### config.mk
export PLATFORM = sky130hd
export DESIGN_NAME = reg_share_arbiter
export DESIGN_NICKNAME = d
export VERILOG_FILES = /design/src/rtl/reg_share_arbiter_pkg.sv /design/src/rtl/rr_pick.sv /design/src/rtl/reg_share_arbiter.sv
export SDC_FILE = /design/constraint.sdc
export NUM_CORES = 1
export LEC_CHECK = 0
export CORE_ASPECT_RATIO = 0.7
export CORE_UTILIZATION = 39
export CTS_CLUSTER_SIZE = 24
export DETAILED_ROUTE_END_ITERATION = 8
export GPL_TIMING_DRIVEN = 0
export PLACE_DENSITY = 0.81
export SYNTH_ARGS = -nofsm -noshare
export SYNTH_HDL_FRONTEND = slang
export SYNTH_SLANG_ARGS = --single-unit
export TNS_END_PERCENT = 20
### constraint.sdc
create_clock -name clk -period 1.7 [get_ports clk]
set_input_delay 0.34 -clock clk [delete_from_list [all_inputs] [get_ports clk]]
set_output_delay 0.34 -clock clk [all_outputs]
set_load 0.005 [all_outputs]
### src/rtl/reg_share_arbiter_pkg.sv
// reg_share_arbiter_pkg
//   Shared definitions for the shared-register write arbiter: FSM state
//   encodings and the default requester count / data width.
package reg_share_arbiter_pkg;

  typedef enum logic [1:0] {
    ST_IDLE   = 2'd0,
    ST_WRITE  = 2'd1,
    ST_LOCKED = 2'd2
  } arb_state_e;

  localparam int DEF_N = 4;
  localparam int DEF_W = 8;

endpackage

### src/rtl/rr_pick.sv
// rr_pick
//   Combinational round-robin picker. Searches req starting at index ptr
//   and walking upward, wrapping from N-1 back to 0, and reports the first
//   set bit.
// Ports:
//   req    in  [N-1:0]   request vector
//   ptr    in  [PW-1:0]  search start index (0..N-1)
//   idx    out [PW-1:0]  winning index (0 when valid is low)
//   onehot out [N-1:0]   one-hot of idx (all zeros when valid is low)
//   valid  out           at least one request is set
module rr_pick #(
  parameter int N  = 4,
  parameter int PW = (N > 1) ? $clog2(N) : 1
) (
  input  logic [N-1:0]  req,
  input  logic [PW-1:0] ptr,
  output logic [PW-1:0] idx,
  output logic [N-1:0]  onehot,
  output logic          valid
);

  always_comb begin
    valid  = 1'b0;
    idx    = '0;
    onehot = '0;
    for (int off = 0; off < N; off++) begin
      int cand;
      // Explicit wrap so N does not have to be a power of two.
      cand = int'(ptr) + off;
      if (cand >= N) cand = cand - N;
      if (!valid && req[cand]) begin
        valid = 1'b1;
        idx   = PW'(cand);
      end
    end
    if (valid) onehot[idx] = 1'b1;
  end

endmodule

### src/rtl/reg_share_arbiter.sv
// reg_share_arbiter
//   Round-robin write arbiter that owns one shared W-bit register. One
//   requester is granted at a time; its data slice is loaded into q and a
//   one-cycle ack is returned. Optional grant locking keeps the grant on
//   one requester for back-to-back writes (macro ARB_LOCK_EN).
//
// Handshake: a requester holds req[i] and wdata slice i stable from
//   assertion until it sees ack[i]. ack[i] is high for exactly one cycle
//   per completed write. A req still high in the ack cycle is arbitrated
//   again at the end of that cycle.
//
// Ports:
//   clk        in             rising-edge clock
//   rst        in             synchronous active-high reset
//   req        in  [N-1:0]    request vector
//   wdata      in  [N*W-1:0]  write data, requester i on [i*W +: W]
//   lock       in  [N-1:0]    grant-lock request (only with ARB_LOCK_EN)
//   gnt        out [N-1:0]    registered one-hot grant or zero
//   ack        out [N-1:0]    registered one-cycle write-done pulse
//   q          out [W-1:0]    shared register contents
//   state_dbg  out [1:0]      current FSM state (arb_state_e encoding)
module reg_share_arbiter
  import reg_share_arbiter_pkg::*;
#(
  parameter int N = DEF_N,
  parameter int W = DEF_W
) (
  input  logic           clk,
  input  logic           rst,
  input  logic [N-1:0]   req,
  input  logic [N*W-1:0] wdata,
`ifdef ARB_LOCK_EN
  input  logic [N-1:0]   lock,
`endif
  output logic [N-1:0]   gnt,
  output logic [N-1:0]   ack,
  output logic [W-1:0]   q,
  output logic [1:0]     state_dbg
);

  localparam int PW = $clog2(N);

  arb_state_e    state_q, state_d;
  logic [PW-1:0] ptr_q, ptr_d;
  logic [PW-1:0] win_q, win_d;
  logic [N-1:0]  gnt_q, gnt_d;
  logic [N-1:0]  ack_q, ack_d;
  logic [W-1:0]  q_q, q_d;

  logic [PW-1:0] pick_idx;
  logic [N-1:0]  pick_onehot;
  logic          pick_valid;

  logic [W-1:0]  win_slice;
  logic [N-1:0]  win_oh;
  logic [PW-1:0] ptr_inc;

  rr_pick #(
    .N  (N),
    .PW (PW)
  ) u_pick (
    .req    (req),
    .ptr    (ptr_q),
    .idx    (pick_idx),
    .onehot (pick_onehot),
    .valid  (pick_valid)
  );

  assign win_slice = wdata[win_q*W +: W];
  // Next search start after the current winner, wrapped explicitly.
  assign ptr_inc   = (win_q == PW'(N - 1)) ? '0 : win_q + PW'(1);

  always_comb begin
    win_oh        = '0;
    win_oh[win_q] = 1'b1;
  end

  always_comb begin
    state_d = state_q;
    ptr_d   = ptr_q;
    win_d   = win_q;
    gnt_d   = gnt_q;
    ack_d   = '0;
    q_d     = q_q;
    case (state_q)
      ST_IDLE: begin
        if (pick_valid) begin
          state_d = ST_WRITE;
          win_d   = pick_idx;
          gnt_d   = pick_onehot;
        end
      end
      ST_WRITE: begin
        // The write always completes, even if req[winner] has dropped.
        q_d   = win_slice;
        ack_d = win_oh;
        ptr_d = ptr_inc;
`ifdef ARB_LOCK_EN
        if (lock[win_q]) begin
          state_d = ST_LOCKED;
        end else begin
          state_d = ST_IDLE;
          gnt_d   = '0;
        end
`else
        state_d = ST_IDLE;
        gnt_d   = '0;
`endif
      end
      ST_LOCKED: begin
`ifdef ARB_LOCK_EN
        if (req[win_q]) begin
          q_d   = win_slice;
          ack_d = win_oh;
        end
        if (!lock[win_q]) begin
          state_d = ST_IDLE;
          gnt_d   = '0;
          ptr_d   = ptr_inc;
        end
`else
        state_d = ST_IDLE;
        gnt_d   = '0;
`endif
      end
      default: begin
        state_d = ST_IDLE;
        gnt_d   = '0;
      end
    endcase
  end

  always_ff @(posedge clk) begin
    if (rst) begin
      state_q <= ST_IDLE;
      ptr_q   <= '0;
      win_q   <= '0;
      gnt_q   <= '0;
      ack_q   <= '0;
      q_q     <= '0;
    end else begin
      state_q <= state_d;
      ptr_q   <= ptr_d;
      win_q   <= win_d;
      gnt_q   <= gnt_d;
      ack_q   <= ack_d;
      q_q     <= q_d;
    end
  end

  assign gnt       = gnt_q;
  assign ack       = ack_q;
  assign q         = q_q;
  assign state_dbg = state_q;

endmodule
After elaboration in Yosys (flattened, before gate mapping) --
Cells that the tools add are included.
Storage, ports and cells: logic and storage cells 71, output and inout port bits 18, bits in registers 21, bits of input ports 38
Operators by class: add/subtract/negate cells 8, shifts and indexed selects 1, bitwise operators 2, reduce and logical (&&, ||, !) cells 12, magnitude comparators 12, multiplexer cells 29, equal/unequal tests 1
Operators by type and width (number):
- $lt A32 B4 Y1 const B | 4
- $mux W32 | 4
- $ge A32 B4 Y1 const B | 3
- $sub A32 B4 Y32 const B | 3
- $shiftx A32 B6 Y8 | 1
- $mux W1 | 14
- $mux W2 | 5
- $bmux W1 S2 | 4
- $add A2 B2 Y3 const B | 2
- $lt A2 B3 Y1 const B | 2
- $logic_and A1 B1 Y1 | 5
- $demux W1 S2 | 2
- $ge A2 B1 Y1 const B | 2
- $reduce_or A2 Y1 | 2
- $sub A2 B3 Y4 const B | 1
- $add A2 B1 Y3 const B | 1
- $ge A2 B3 Y1 const B | 1
- $logic_not A1 Y1 | 3
- $add A2 B1 Y2 const B | 1
- $eq A2 B2 Y1 const B | 1
- $logic_not A2 Y1 | 1
- $not A1 Y1 | 2
- $reduce_and A2 Y1 | 1

Logic depth before layout (Yosys ltp) --
word-level depth 19, depth in mapped cells 5, mapped depth without buffers 4

Cells and area by module --
Synthesis repeated with hierarchy kept, for this count alone.
Second synthesis, totals: cells, all modules 117, area, all modules 1198.6 um^2
By module, submodules not included:
- reg_share_arbiter | cells each 84, times used 1, area an instance 987.2 um^2, sequential area each 420.4 um^2
- rr_pick | cells each 33, times used 1, area an instance 211.5 um^2, sequential area each 0.0 um^2

Worst setup path before layout --
OpenSTA, ideal clock, no wires.
path type reg2reg, start register win_q[0], end register q_q[0] (netlist: q[0]), required time 1572 ps, stages on the path, launching flop included 5, library setup time 128 ps, setup slack 245 ps, period minus slack after synthesis 1455 ps, data arrival time 1327 ps, buffers on the path 1, cell sequence dfxtp_1 > buf_2 > mux4_2 > mux2i_1 > nor2_1
On the way: word-level cells in the longest chain between the ends 1
Ends and longest elaborated chain:
- from (decl) | line reg_share_arbiter.sv:45 | logic [PW-1:0] win_q, win_d;
- from (signal assigned) | line reg_share_arbiter.sv:144 | win_q <= win_d;
- $shiftx A32 B6 Y8 | line reg_share_arbiter.sv:69 | assign win_slice = wdata[win_q*W +: W];
- to (signal assigned) | line reg_share_arbiter.sv:147 | q_q <= q_d;
- to (decl) | line reg_share_arbiter.sv:48 | logic [W-1:0] q_q, q_d;
Every way passes these cells. A chain may end at the register's enable or synchronous reset.

Final worst setup path --
start input req[0], end register gnt_q[3] (netlist: gnt[3])
On the way: word-level cells in the longest chain between the ends 17, elaborated cells between the ends (all ways) 31, those cells by class order compare (2); mux (22); reduce/logical (7)
Ends and longest elaborated chain:
- from (decl) | line reg_share_arbiter.sv:30 | input logic [N-1:0] req,
- $bmux W1 S2 | line rr_pick.sv:31 | if (!valid && req[cand]) begin
- $mux W1 (implied by the code) (2 in a row) | line rr_pick.sv:31
- $mux W1 | line rr_pick.sv:31
- $logic_not A1 Y1 | line rr_pick.sv:31
- $logic_and A1 B1 Y1 | line rr_pick.sv:31
- $mux W1 | line rr_pick.sv:31
- $logic_not A1 Y1 | line rr_pick.sv:31
- $logic_and A1 B1 Y1 | line rr_pick.sv:31
- $mux W1 | line rr_pick.sv:31
- $logic_not A1 Y1 | line rr_pick.sv:31
- $logic_and A1 B1 Y1 | line rr_pick.sv:31
- $mux W2 | line rr_pick.sv:31
- $lt A2 B3 Y1 (implied by the code) or $ge A2 B1 Y1 (tied branches) | line rr_pick.sv:36 | if (valid) onehot[idx] = 1'b1;
- $logic_and A1 B1 Y1 (implied by the code) | line rr_pick.sv:36
- $mux W1 (implied by the code) | line rr_pick.sv:36
- $demux W1 S2
- to (signal assigned) | line reg_share_arbiter.sv:145 | gnt_q <= gnt_d;
- to (decl) | line reg_share_arbiter.sv:46 | logic [N-1:0] gnt_q, gnt_d;
Several ways; a longest one is shown, not always the timed one. The select of a mux whose other input is x is not followed.

==> impl_results.html <==
<table>
<tr><th>Metric</th><th>Value</th></tr>
<tr><th colspan="2">Critical path</th></tr>
<tr><td>Reg-to-reg slack, setup</td><td>between 0.1 and 0.15 ns</td></tr>
<tr><td>Endpoint required time on the critical path</td><td>1.87 ns</td></tr>
<tr><td>Worst setup path class</td><td>in2reg</td></tr>
<tr><td>Register-to-Register Path Depth</td><td>4</td></tr>
<tr><td>Worst EP arrival</td><td>approximately 1.8 ns</td></tr>
<tr><td>Crit. End Element</td><td>flop</td></tr>
<tr><td>Critical R2R Launch</td><td>win_q[0]</td></tr>
<tr><td>Crit Path Max Fanout</td><td>5</td></tr>
<tr><td>Launching element type of the critical path</td><td>input port</td></tr>
<tr><td>Crit Reg-Reg Endpoint</td><td>q[3]</td></tr>
<tr><th colspan="2">Synthesis</th></tr>
<tr><td>Fraction of registers with async set or reset after synthesis</td><td>0%</td></tr>
<tr><td>Net count after synthesis</td><td>143</td></tr>
<tr><td>Top cell types by occurrence after synthesis</td><td>dfxtp_1 (21), nor2_1 (15), mux2i_1 (11)</td></tr>
<tr><td>Post-Synthesis Mean Instance Area</td><td>about 11 um2</td></tr>
<tr><td>Most instantiated flip-flop cell in the synthesis netlist</td><td>dfxtp_1</td></tr>
<tr><td>Combined area of all synthesized cells</td><td>roughly 1100 um2</td></tr>
<tr><td>Post-synth top area share</td><td>about 38%</td></tr>
<tr><td>Post-Syn Instances</td><td>101</td></tr>
<tr><td>Synth cell types</td><td>31</td></tr>
<tr><td>Sequential area share after synthesis</td><td>between 30% and 40%</td></tr>
<tr><td>Largest cells by area after synthesis</td><td>dfxtp_1 (38%), mux4_2 (16%), mux2i_1 (9.9%)</td></tr>
<tr><td>Count of synthesis-stage warnings from yosys</td><td>0</td></tr>
<tr><td>Cell taking the most area after synthesis</td><td>dfxtp_1</td></tr>
<tr><td>Most frequent cell after synthesis</td><td>dfxtp_1</td></tr>
<tr><td>EDFF count, synth</td><td>0</td></tr>
<tr><td>Number of synthesized register bits</td><td>21</td></tr>
<tr><th colspan="2">Drt</th></tr>
<tr><td>Initial DRT Pass Iterations</td><td>4</td></tr>
<tr><td>DRT Wirelength</td><td>roughly 2800 um</td></tr>
<tr><td>Post-route DRC violation count</td><td>0</td></tr>
<tr><td>Number of vias in the routed layout</td><td>972</td></tr>
<tr><td>Post-DR vias/cell</td><td>5.06</td></tr>
<tr><td>Average wire per cell in the routed design</td><td>14.5 um</td></tr>
<tr><td>Iteration-0 DRC count of the detailed router</td><td>24</td></tr>
<tr><td>Number of nets with antenna violations after routing</td><td>0</td></tr>
<tr><th colspan="2">Die</th></tr>
<tr><td>Die Y-Extent</td><td>~47 um</td></tr>
<tr><td>Io pins</td><td>between 50 and 60</td></tr>
<tr><td>Die width</td><td>about 66 um</td></tr>
<tr><td>CORE AREA</td><td>between 2000 and 3000 um2</td></tr>
<tr><td>Starting density of the core</td><td>43.1%</td></tr>
<tr><td>Area of the die</td><td>between 3000 and 4000 um2</td></tr>
<tr><td>Placement Rows</td><td>15</td></tr>
<tr><th colspan="2">Pwr</th></tr>
<tr><td>Switching power share of the total</td><td>between 20% and 30%</td></tr>
<tr><td>Maximum vdd drop</td><td>0.545 mV</td></tr>
<tr><td>Design internal power</td><td>slightly above 0.9 mW</td></tr>
<tr><td>PwrDens</td><td>between 600 and 700 nW/um2</td></tr>
<tr><td>Proportion of power drawn by combinational gates</td><td>roughly 28%</td></tr>
<tr><td>Part of the power in registers</td><td>approximately 46%</td></tr>
<tr><td>Part of the total power dissipated in the clock network</td><td>between 20% and 30%</td></tr>
<tr><td>Leakage Power</td><td>between 0.6 and 0.7 nW</td></tr>
<tr><td>Net switching power figure</td><td>between 0.2 and 0.3 mW</td></tr>
<tr><th colspan="2">Timing</th></tr>
<tr><td>Worst Clk Skew</td><td>0.000976 ns</td></tr>
<tr><td>Count of final hold-check violations</td><td>0</td></tr>
<tr><td>Max Freq</td><td>between 0.6 and 0.7 GHz</td></tr>
<tr><td>Max Transition Viols Final</td><td>0</td></tr>
<tr><td>Number of endpoints failing setup at the final stage</td><td>0</td></tr>
<tr><td>Final cycle utilization of the critical path</td><td>between 90 and 100%</td></tr>
<tr><td>Unrepaired setup endpoints after global routing</td><td>true</td></tr>
<tr><td>Worst hold slack after final layout</td><td>between 0.2 and 0.3 ns</td></tr>
<tr><td>Fin crit period</td><td>between 1.5 and 2 ns</td></tr>
<tr><th colspan="2">Global route</th></tr>
<tr><td>Vias in the first global route</td><td>between 900 and 1000</td></tr>
<tr><td>Global-route layer with the greatest usage</td><td>met2</td></tr>
<tr><td>M1 GR Usage</td><td>around 24%</td></tr>
<tr><td>Residual overflow from global routing</td><td>0</td></tr>
<tr><td>First-pass GRT wire length</td><td>4240 um</td></tr>
<tr><td>Met2 routing resource usage after global routing</td><td>31.4%</td></tr>
<tr><td>Pin count of the biggest net entering global routing</td><td>12</td></tr>
<tr><td>Initial antenna violation count</td><td>0</td></tr>
<tr><td>Met3 track demand over resource</td><td>between 6 and 7%</td></tr>
<tr><td>Total Routing Usage GR</td><td>between 15 and 20%</td></tr>
<tr><th colspan="2">Clock tree</th></tr>
<tr><td>Count of hold buffers inserted by post-cts repair</td><td>0</td></tr>
<tr><td>Clock tree from TritonCTS</td><td>done</td></tr>
<tr><td>H-Tree Level Count</td><td>1</td></tr>
<tr><td>Reg clk slew, reported paths</td><td>0.07 ns</td></tr>
<tr><td>Clock latency reported for the late side of the worst-skew pair</td><td>~0.26 ns</td></tr>
<tr><td>Root buf cell</td><td>clkbuf_8</td></tr>
<tr><td>Resized cells post-CTS</td><td>0</td></tr>
<tr><td>Clock buffers created by TritonCTS</td><td>3</td></tr>
<tr><td>Post-CTS Setup Repair Bufs</td><td>0</td></tr>
<tr><td>Num Clock Sinks</td><td>21</td></tr>
<tr><td>Buffer depth of the longest clock path</td><td>2</td></tr>
<tr><th colspan="2">Placement</th></tr>
<tr><td>Placed wire-length estimate</td><td>~2200 um</td></tr>
<tr><td>Placed cell area</td><td>about 1700 um2</td></tr>
<tr><td>Global placer's final weighted congestion</td><td>roughly 0.83</td></tr>
<tr><td>IO Port Bufs</td><td>53</td></tr>
<tr><th colspan="2">Status</th></tr>
<tr><td>Run status</td><td>finished clean</td></tr>
<tr><th colspan="2">Min path</th></tr>
<tr><td>Hold path depth</td><td>2</td></tr>
<tr><td>Hold Crit Endpoint</td><td>win_q[1]</td></tr>
<tr><td>Min-delay worst type</td><td>in2reg</td></tr>
<tr><td>Min-Delay Startpoint</td><td>rst</td></tr>
<tr><th colspan="2">Flow run</th></tr>
<tr><td>Max-cap check violation count</td><td>0</td></tr>
<tr><th colspan="2">Cells and area</th></tr>
<tr><td>Number of antenna cells inserted</td><td>0</td></tr>
<tr><td>Number of nets in the final layout</td><td>around 200</td></tr>
<tr><td>Area added between synthesis and finish</td><td>55.7%</td></tr>
<tr><td>Final Cell Area</td><td>1740 um2</td></tr>
<tr><td>Share of cells above drive strength 1</td><td>between 10% and 20%</td></tr>
</table>
==> logic make-up (layout without fill, tap and decap cells) <==
| family | count (synthesis) | in the layout | synth area share (%) |
|---|---|---|---|
| other | 1 | 1 | 0.336 |
| AOI/OAI and AO/OA | 14 | 14 | 10.5 |
| and+or+nand+nor | 32 | 32 | 15.6 |
| muxes | 19 | 19 | 26.0 |
| buffers and inverters | 10 | 67 | 5.49 |
| adders and majority gates | 4 | 4 | 4.48 |
| DFF | 21 | 21 | 37.6 |
==> area by class of cell <==
type / count / area (um2)
clock buffer: 4 / 45.0
sequential: 21 / 420
timing repair buffer: 53 / 531
tap: 34 / 42.5
fill: 205 / 851
buffer: 7 / 53.8
multi-input combinational: 70 / 636
inverter: 3 / 11.3
==> worst max path at each step <==
stage	start	endpoint	cells past startpoint
after detailed placement	req[0]	gnt[3]	5
after global routing	req[0]	gnt[2]	5
after CTS	win_q[0]	q[3]	4
final	req[0]	gnt[3]	5
after floorplan	win_q[0]	q[0]	4
after global placement	req[0]	gnt[1]	5
==> through the flow <==
step / util, % / cells / setup slack [ns] / TNS, ns / power (mW)
4_1_cts: 67.0 / 192 / 0.0341 / 0 / 1.22
6_report: 67.1 / 192 / 0.0819 / 0 / 1.20
5_1_grt: 67.1 / 192 / -0.0253 / -0.0253 / 1.28
2_1_floorplan: - / 101 / 0.245 / 0 / 0.722
3_3_place_gp: 65.3 / 188 / -0.144 / -0.364 / 0.881
3_5_place_dp: 65.3 / 188 / -0.179 / -0.594 / 0.894
==> cells in the final DEF, fill, tap and decap left out <==
cell,instances
nor3_1,1
nand3_1,4
clkbuf_8,4
clkbuf_1,2
clkbuf_4,1
o211ai_1,1
conb_1,1
o21bai_1,1
nor4_4,1
clkbuf_2,1
a21boi_2,1
or3_4,1
o22ai_1,1
buf_4,1
o41ai_1,1
nand2b_1,3
o31ai_1,1
o41ai_2,2
clkdlybuf4s50_1,53
a21o_2,1
mux2i_1,11
nor2b_1,2
o21ai_0,2
buf_6,1
inv_1,3
nand2_1,1
mux4_2,8
dfxtp_1,21
nor2_1,15
ha_1,4
o21a_1,1
and2_1,4
buf_2,1
a21oi_1,2
==> metal layers <==
| layer | share of wire, % | vias to the layer above |
|---|---|---|
| li1 | - | 476 |
| met1 | 45 | 455 |
| met2 | 48 | 37 |
| met3 | 6.5 | 4 |
| met4 | 0.97 | 0 |
| met5 | 0 | - |
==> power by group through the flow <==
stage | Clock [mW] | Sequential [mW] | Combinational [mW]
3_3_place_gp | 0 | 0.557 | 0.325
3_5_place_dp | 0 | 0.560 | 0.334
2_1_floorplan | 0 | 0.558 | 0.164
4_1_cts | 0.334 | 0.548 | 0.336
5_1_grt | 0.362 | 0.553 | 0.364
6_report | 0.323 | 0.548 | 0.334
==> worst max-delay path, cell delays in order <==
cell             delay, ns
clkdlybuf4s50_1       0.50
mux2i_1               0.18
nor2_1                0.09
or3_4                 0.41
o41ai_2               0.27
==> flip-flops by register name, indices dropped and copies added (netlist names) <==
| name | flops |
|---|---|
| q | 8 |
| ptr_q | 2 |
| win_q | 2 |
| state_dbg | 1 |
| gnt | 4 |
| ack | 4 |
Note: power is estimated with default switching activity, not from simulation.
